## src/rtl/add_mul_pipe_rv.sv

```systemverilog
// Three-stage (x +/- y) * z pipeline with valid/ready handshakes on both sides.
// Every stage tracks its own valid bit, so bubbles collapse under backpressure.
module add_mul_pipe_rv #(
  parameter int WIDTH        = 32,
  parameter int FULL_PRODUCT = 0,
  localparam int OUT_W       = (FULL_PRODUCT != 0) ? 2 * WIDTH : WIDTH
) (
  input  logic             clk,
  input  logic             rst_n,
  input  logic             in_valid,
  output logic             in_ready,
  input  logic             in_sub,
  input  logic [WIDTH-1:0] x,
  input  logic [WIDTH-1:0] y,
  input  logic [WIDTH-1:0] z,
  output logic             out_valid,
  input  logic             out_ready,
  output logic [OUT_W-1:0] out_data,
  output logic             busy
);

  logic             v0_q, v1_q, v2_q;
  logic [WIDTH-1:0] x_q, y_q, z0_q;
  logic             sub_q;
  logic [WIDTH-1:0] sum_q, z1_q;
  logic [OUT_W-1:0] prod_q;

  logic               r0, r1, r2;
  logic [WIDTH-1:0]   sum_d;
  logic [2*WIDTH-1:0] prod_full;
  logic [OUT_W-1:0]   prod_d;

  // A stage may load whenever it is empty or its successor can take its content.
  assign r2 = !v2_q | out_ready;
  assign r1 = !v1_q | r2;
  assign r0 = !v0_q | r1;

  assign sum_d     = sub_q ? (x_q - y_q) : (x_q + y_q);
  assign prod_full = {{WIDTH{1'b0}}, sum_q} * {{WIDTH{1'b0}}, z1_q};
  assign prod_d    = prod_full[OUT_W-1:0];

  always_ff @(posedge clk) begin
    if (!rst_n) begin
      v0_q   <= 1'b0;
      v1_q   <= 1'b0;
      v2_q   <= 1'b0;
      x_q    <= '0;
      y_q    <= '0;
      z0_q   <= '0;
      sub_q  <= 1'b0;
      sum_q  <= '0;
      z1_q   <= '0;
      prod_q <= '0;
    end else begin
      if (r0) begin
        v0_q <= in_valid;
        if (in_valid) begin
          x_q   <= x;
          y_q   <= y;
          z0_q  <= z;
          sub_q <= in_sub;
        end
      end
      if (r1) begin
        v1_q <= v0_q;
        if (v0_q) begin
          sum_q <= sum_d;
          z1_q  <= z0_q;
        end
      end
      if (r2) begin
        v2_q <= v1_q;
        if (v1_q) begin
          prod_q <= prod_d;
        end
      end
    end
  end

  assign in_ready  = r0 & rst_n;
  assign out_valid = v2_q;
  assign out_data  = prod_q;
  assign busy      = v0_q | v1_q | v2_q;

endmodule

```

## config.mk

```make
export PLATFORM = sky130hd
export DESIGN_NAME = add_mul_pipe_rv
export DESIGN_NICKNAME = d
export VERILOG_FILES = /design/src/rtl/add_mul_pipe_rv.sv
export SDC_FILE = /design/constraint.sdc
export NUM_CORES = 2
export LEC_CHECK = 0
export BUFFER_PORTS_ARGS = -buffer_cell sky130_fd_sc_hd__clkbuf_2
export CAP_MARGIN = 25
export CORE_UTILIZATION = 25
export DETAILED_ROUTE_END_ITERATION = 10
export GPL_TIMING_DRIVEN = 0
export PLACE_DENSITY = 0.41
export SYNTH_ARGS = -nofsm -noshare
export SYNTH_HDL_FRONTEND = slang
export SYNTH_SLANG_ARGS = --single-unit
```

## constraint.sdc

```tcl
create_clock -name clk -period 16.85 [get_ports clk]
set_input_delay 1.685 -clock clk [delete_from_list [all_inputs] [get_ports clk]]
set_output_delay 1.685 -clock clk [all_outputs]
set_load 0.01 [all_outputs]
```

==> flow_metrics.tcl <==
set metrics [dict create \
    status "finished, final reports clean" \
    critPathMostFrequentCell "fa_1" \
    crit_type "flip-flop to flip-flop" \
    cts_hold_buffers 0 \
    drt_iter0_drc 977 \
    grt-ovfl-total 0 \
    postRouteAntennaNets 0 \
    tns_ps 0 \
    synth_edf_count 0 \
    cp-start-kind "flip-flop" \
    ys_top_cells_by_area "fa_1 (33%), dfxtp_1 (16%), nand2_1 (9.5%)" \
    start_util_pct 25.41 \
    rrSetupSlack_ps 8080 \
    endpoint_kind "flip-flop" \
    yosysTopAreaCellShare_pct 33.12 \
    slew_headroom_pct 25.38 \
    fp.dieW_um 316.5 \
    vias 19800 \
    p_int_w 0.0008219 \
    dp.final_hpwl_mm 75.27 \
    finalMaxSlewViolations 0 \
    htreeDepth 4 \
    yosys.cell_types.count 58 \
    worstMarginPinSlew_ps 1119 \
    ys_seq_area_share_pct 15.87 \
    postRouteWirelength_mm 90.02 \
    power.share.clock_pct 33.9 \
    drc 0 \
    rsz0062_at_grt "no" \
    syn_area_per_cell_um2 8.386 \
    path_cells "clkbuf_1 > clkbuf_1 > nand2_1 > fa_1 > fa_1 > fa_1 > fa_1 > inv_1 > fa_1 > inv_1 > fa_1 > fa_1 > fa_1 > inv_1 > ha_1 > and2_1 > a221oi_1 > o21ai_0 > a221oi_1 > nand2_1 > o22ai_1 > o21ai_0 > xnor2_1 > a211oi_1" \
    cp_max_fo 10 \
    seqPwrFrac_pct 39.0 \
    r2r-end "out_data[31]$_SDFFE_PN0P_" \
    synth_flop_cell "dfxtp_1" \
    whs_path_depth 2 \
    slowest_delay_ps 840 \
    numCtsBuffers 17 \
    grt_max_degree 22 \
    leakagePower_nw 12.18 \
    fp.dieH_um 316.5 \
    synth_cells 2948 \
    grt_pass1_vias 20700 \
    setup_ws_ps 8085 \
    cp_slowest_cell "clkbuf_1" \
    dieArea_um2 100100 \
    synth_area_um2 24720 \
    avgRoutedWirePerCell_um 20.43 \
    clock_tree.buffer_depth 2 \
    max-cap-violations 0 \
    cts_setup_buffers 0 \
    io_buffers 135 \
    yosysWarnings 0 \
    p_per_area_nw_per_um2 47.68 \
    clock_latency_ps 510 \
    nets 3778 \
    max_freq_mhz 114.1 \
    netSwitchingPower_w 0.0005034 \
    gp_congestion 0.8802 \
    drtPass1Iterations 5 \
    synthArstFlopShare_pct 0 \
    clock-sinks 196 \
    hold_violations 0 \
    min_period_over_period_pct 52.02 \
    crit_arrival_ps 9170 \
    core_area_um2 97280 \
    skew_ps 18.64 \
    viasPerCell 4.495 \
    synth_top_area_cell "fa_1" \
    period_needed_ps 8765 \
    ys_ff_latch 196 \
    setup_viol_count_final 0 \
    hold_start "out_data[7]$_SDFFE_PN0P_" \
    total_power_w 0.001325 \
    crit_required_ps 17260 \
    mappedNetlistNets 3613 \
    worstReg2RegStart "sum_q[2]$_SDFFE_PN0P_" \
    grt_usage_pct 18.46 \
    switching_share_pct 37.99 \
    combPwrFrac_pct 27.1 \
    rows 114 \
    tritoncts "done" \
    hold_path_class "flip-flop to flip-flop" \
    peakVddDrop_v 0.00007536 \
    pre_cts_slack_ps 8057 \
    post_cts_resized 0 \
    cts.clk_slew.worst_paths_ps 80 \
    ios 136 \
    area_growth_pct 12.43 \
    grt_pass1_wl_mm 134.9 \
    antenna_found_initial 15 \
    hold_end "out_data[7]$_SDFFE_PN0P_" \
    drive_above_1_share_pct 5.982 \
    cts_root_buffer "clkbuf_16" \
    r2r_cells 24 \
    hold_ws_ps 452.9 \
]
## state kept, by name, indices dropped and copies added (netlist names)
| name | cells |
|---|---|
| out_data | 32 |
| sum_q | 32 |
| x_q | 32 |
| y_q | 32 |
| z0_q | 32 |
| z1_q | 32 |
| out_valid | 1 |
| sub_q | 1 |
| v0_q | 1 |
| v1_q | 1 |
## cells by family after synthesis
family                   after synthesis  share of synthesized area, %
AO/OA/AOI/OAI                        382                         8.933
XOR/XNOR                             131                         4.641
adder cells (fa/ha/maj)              564                         40.97
buffers and inverters                589                         8.943
flip-flops                           196                         15.87
multiplexers                           4                        0.1620
AND/OR/NAND/NOR                     1082                         20.48
## worst max-delay path, delay by kind of cell (launching register included)
family	cells	cell delay [ps]
compound gates	6	1740
xor+xnor	1	200
fa+ha+maj	9	4010
buf+inv	5	1870
flops	1	390
simple gates	3	450
## power groups by stage
stage / Combinational [W] / Sequential, W / Clock, W
3_3_place_gp: 0.000355 / 0.000528 / 0
2_1_floorplan: 0.000213 / 0.000512 / 0
4_1_cts: 0.000364 / 0.000517 / 0.000470
5_1_grt: 0.000396 / 0.000520 / 0.000484
6_report: 0.000359 / 0.000517 / 0.000449
3_5_place_dp: 0.000362 / 0.000528 / 0
## cell type report
type	instances	area, µm²
antenna	4	10.01
buffer	178	668.1
clock buffer	17	425.4
clock inverter	15	197.7
fill	10760	69480
inverter	411	1543
multi-input combinational	2163	18590
sequential	196	3924
tap	1276	1597
timing repair buffer	146	837.1
## how the worst max path moves through the flow
stage | startpoint | endpoint | slack, ps
6_report | sum_q[2]$_SDFFE_PN0P_ | out_data[31]$_SDFFE_PN0P_ | 8080
3_3_place_gp | sum_q[5]$_SDFFE_PN0P_ | out_data[31]$_SDFFE_PN0P_ | 7900
4_1_cts | sum_q[2]$_SDFFE_PN0P_ | out_data[31]$_SDFFE_PN0P_ | 8000
3_5_place_dp | sum_q[2]$_SDFFE_PN0P_ | out_data[31]$_SDFFE_PN0P_ | 8060
5_1_grt | sum_q[2]$_SDFFE_PN0P_ | out_data[31]$_SDFFE_PN0P_ | 7700
2_1_floorplan | z1_q[3]$_SDFFE_PN0P_ | out_data[31]$_SDFFE_PN0P_ | 9870
## synthesized netlist by cell type (4+ instances only)
master / count
a31oi_1: 14
nand2b_1: 11
o21ai_0: 33
a211oi_1: 15
nor2b_1: 5
xnor2_1: 106
o21bai_1: 6
and2_1: 275
nand2_1: 623
buf_1: 11
a221oi_1: 4
nor3b_1: 5
nand3_1: 26
fa_1: 409
o211ai_1: 8
nor2_1: 70
inv_1: 411
nor3_1: 15
mux2i_1: 4
ha_1: 155
o21a_1: 11
dfxtp_1: 196
nor4_1: 5
nand4_1: 12
a21oi_1: 236
or3_1: 12
o31ai_1: 5
xor2_1: 25
or4_1: 5
clkbuf_1: 167
a21o_1: 29
## through the flow
step / std cells / area (µm²) / utilization, %
2_1_floorplan: 2948 / 24720 / -
3_3_place_gp: 4359 / 26990 / 27.75
3_5_place_dp: 4369 / 27150 / 27.91
4_1_cts: 4401 / 27770 / 28.55
5_1_grt: 4402 / 27780 / 28.56
6_report: 4406 / 27790 / 28.57
## cell usage in the layout (no fill, tap or decap), drive strengths merged, types with 3 or more instances in the layout
master	count
a211o	3
a211oi	15
a21o	29
a21oi	236
a221oi	4
a31oi	14
and2	275
and3	5
buf	22
clkbuf	319
clkinv	4
dfxtp	196
diode	4
fa	409
ha	155
inv	421
mux2i	4
nand2	623
nand2b	11
nand3	26
nand4	12
nor2	70
nor2b	5
nor3	16
nor3b	6
nor4	5
nor4b	4
o211ai	8
o21a	11
o21ai	34
o21bai	6
o31ai	5
or3	12
or4	6
xnor2	106
xor2	25
## per-layer routing
| metal | part of all wire, % | GRT usage, % |
|---|---|---|
| met3 | 4.3 | 2.178 |
| met1 | 45 | 24.56 |
| met5 | 0.019 | 0 |
| met2 | 49 | 31.42 |
| met4 | 2.4 | 5.157 |
(Power assumes the default switching activity.)
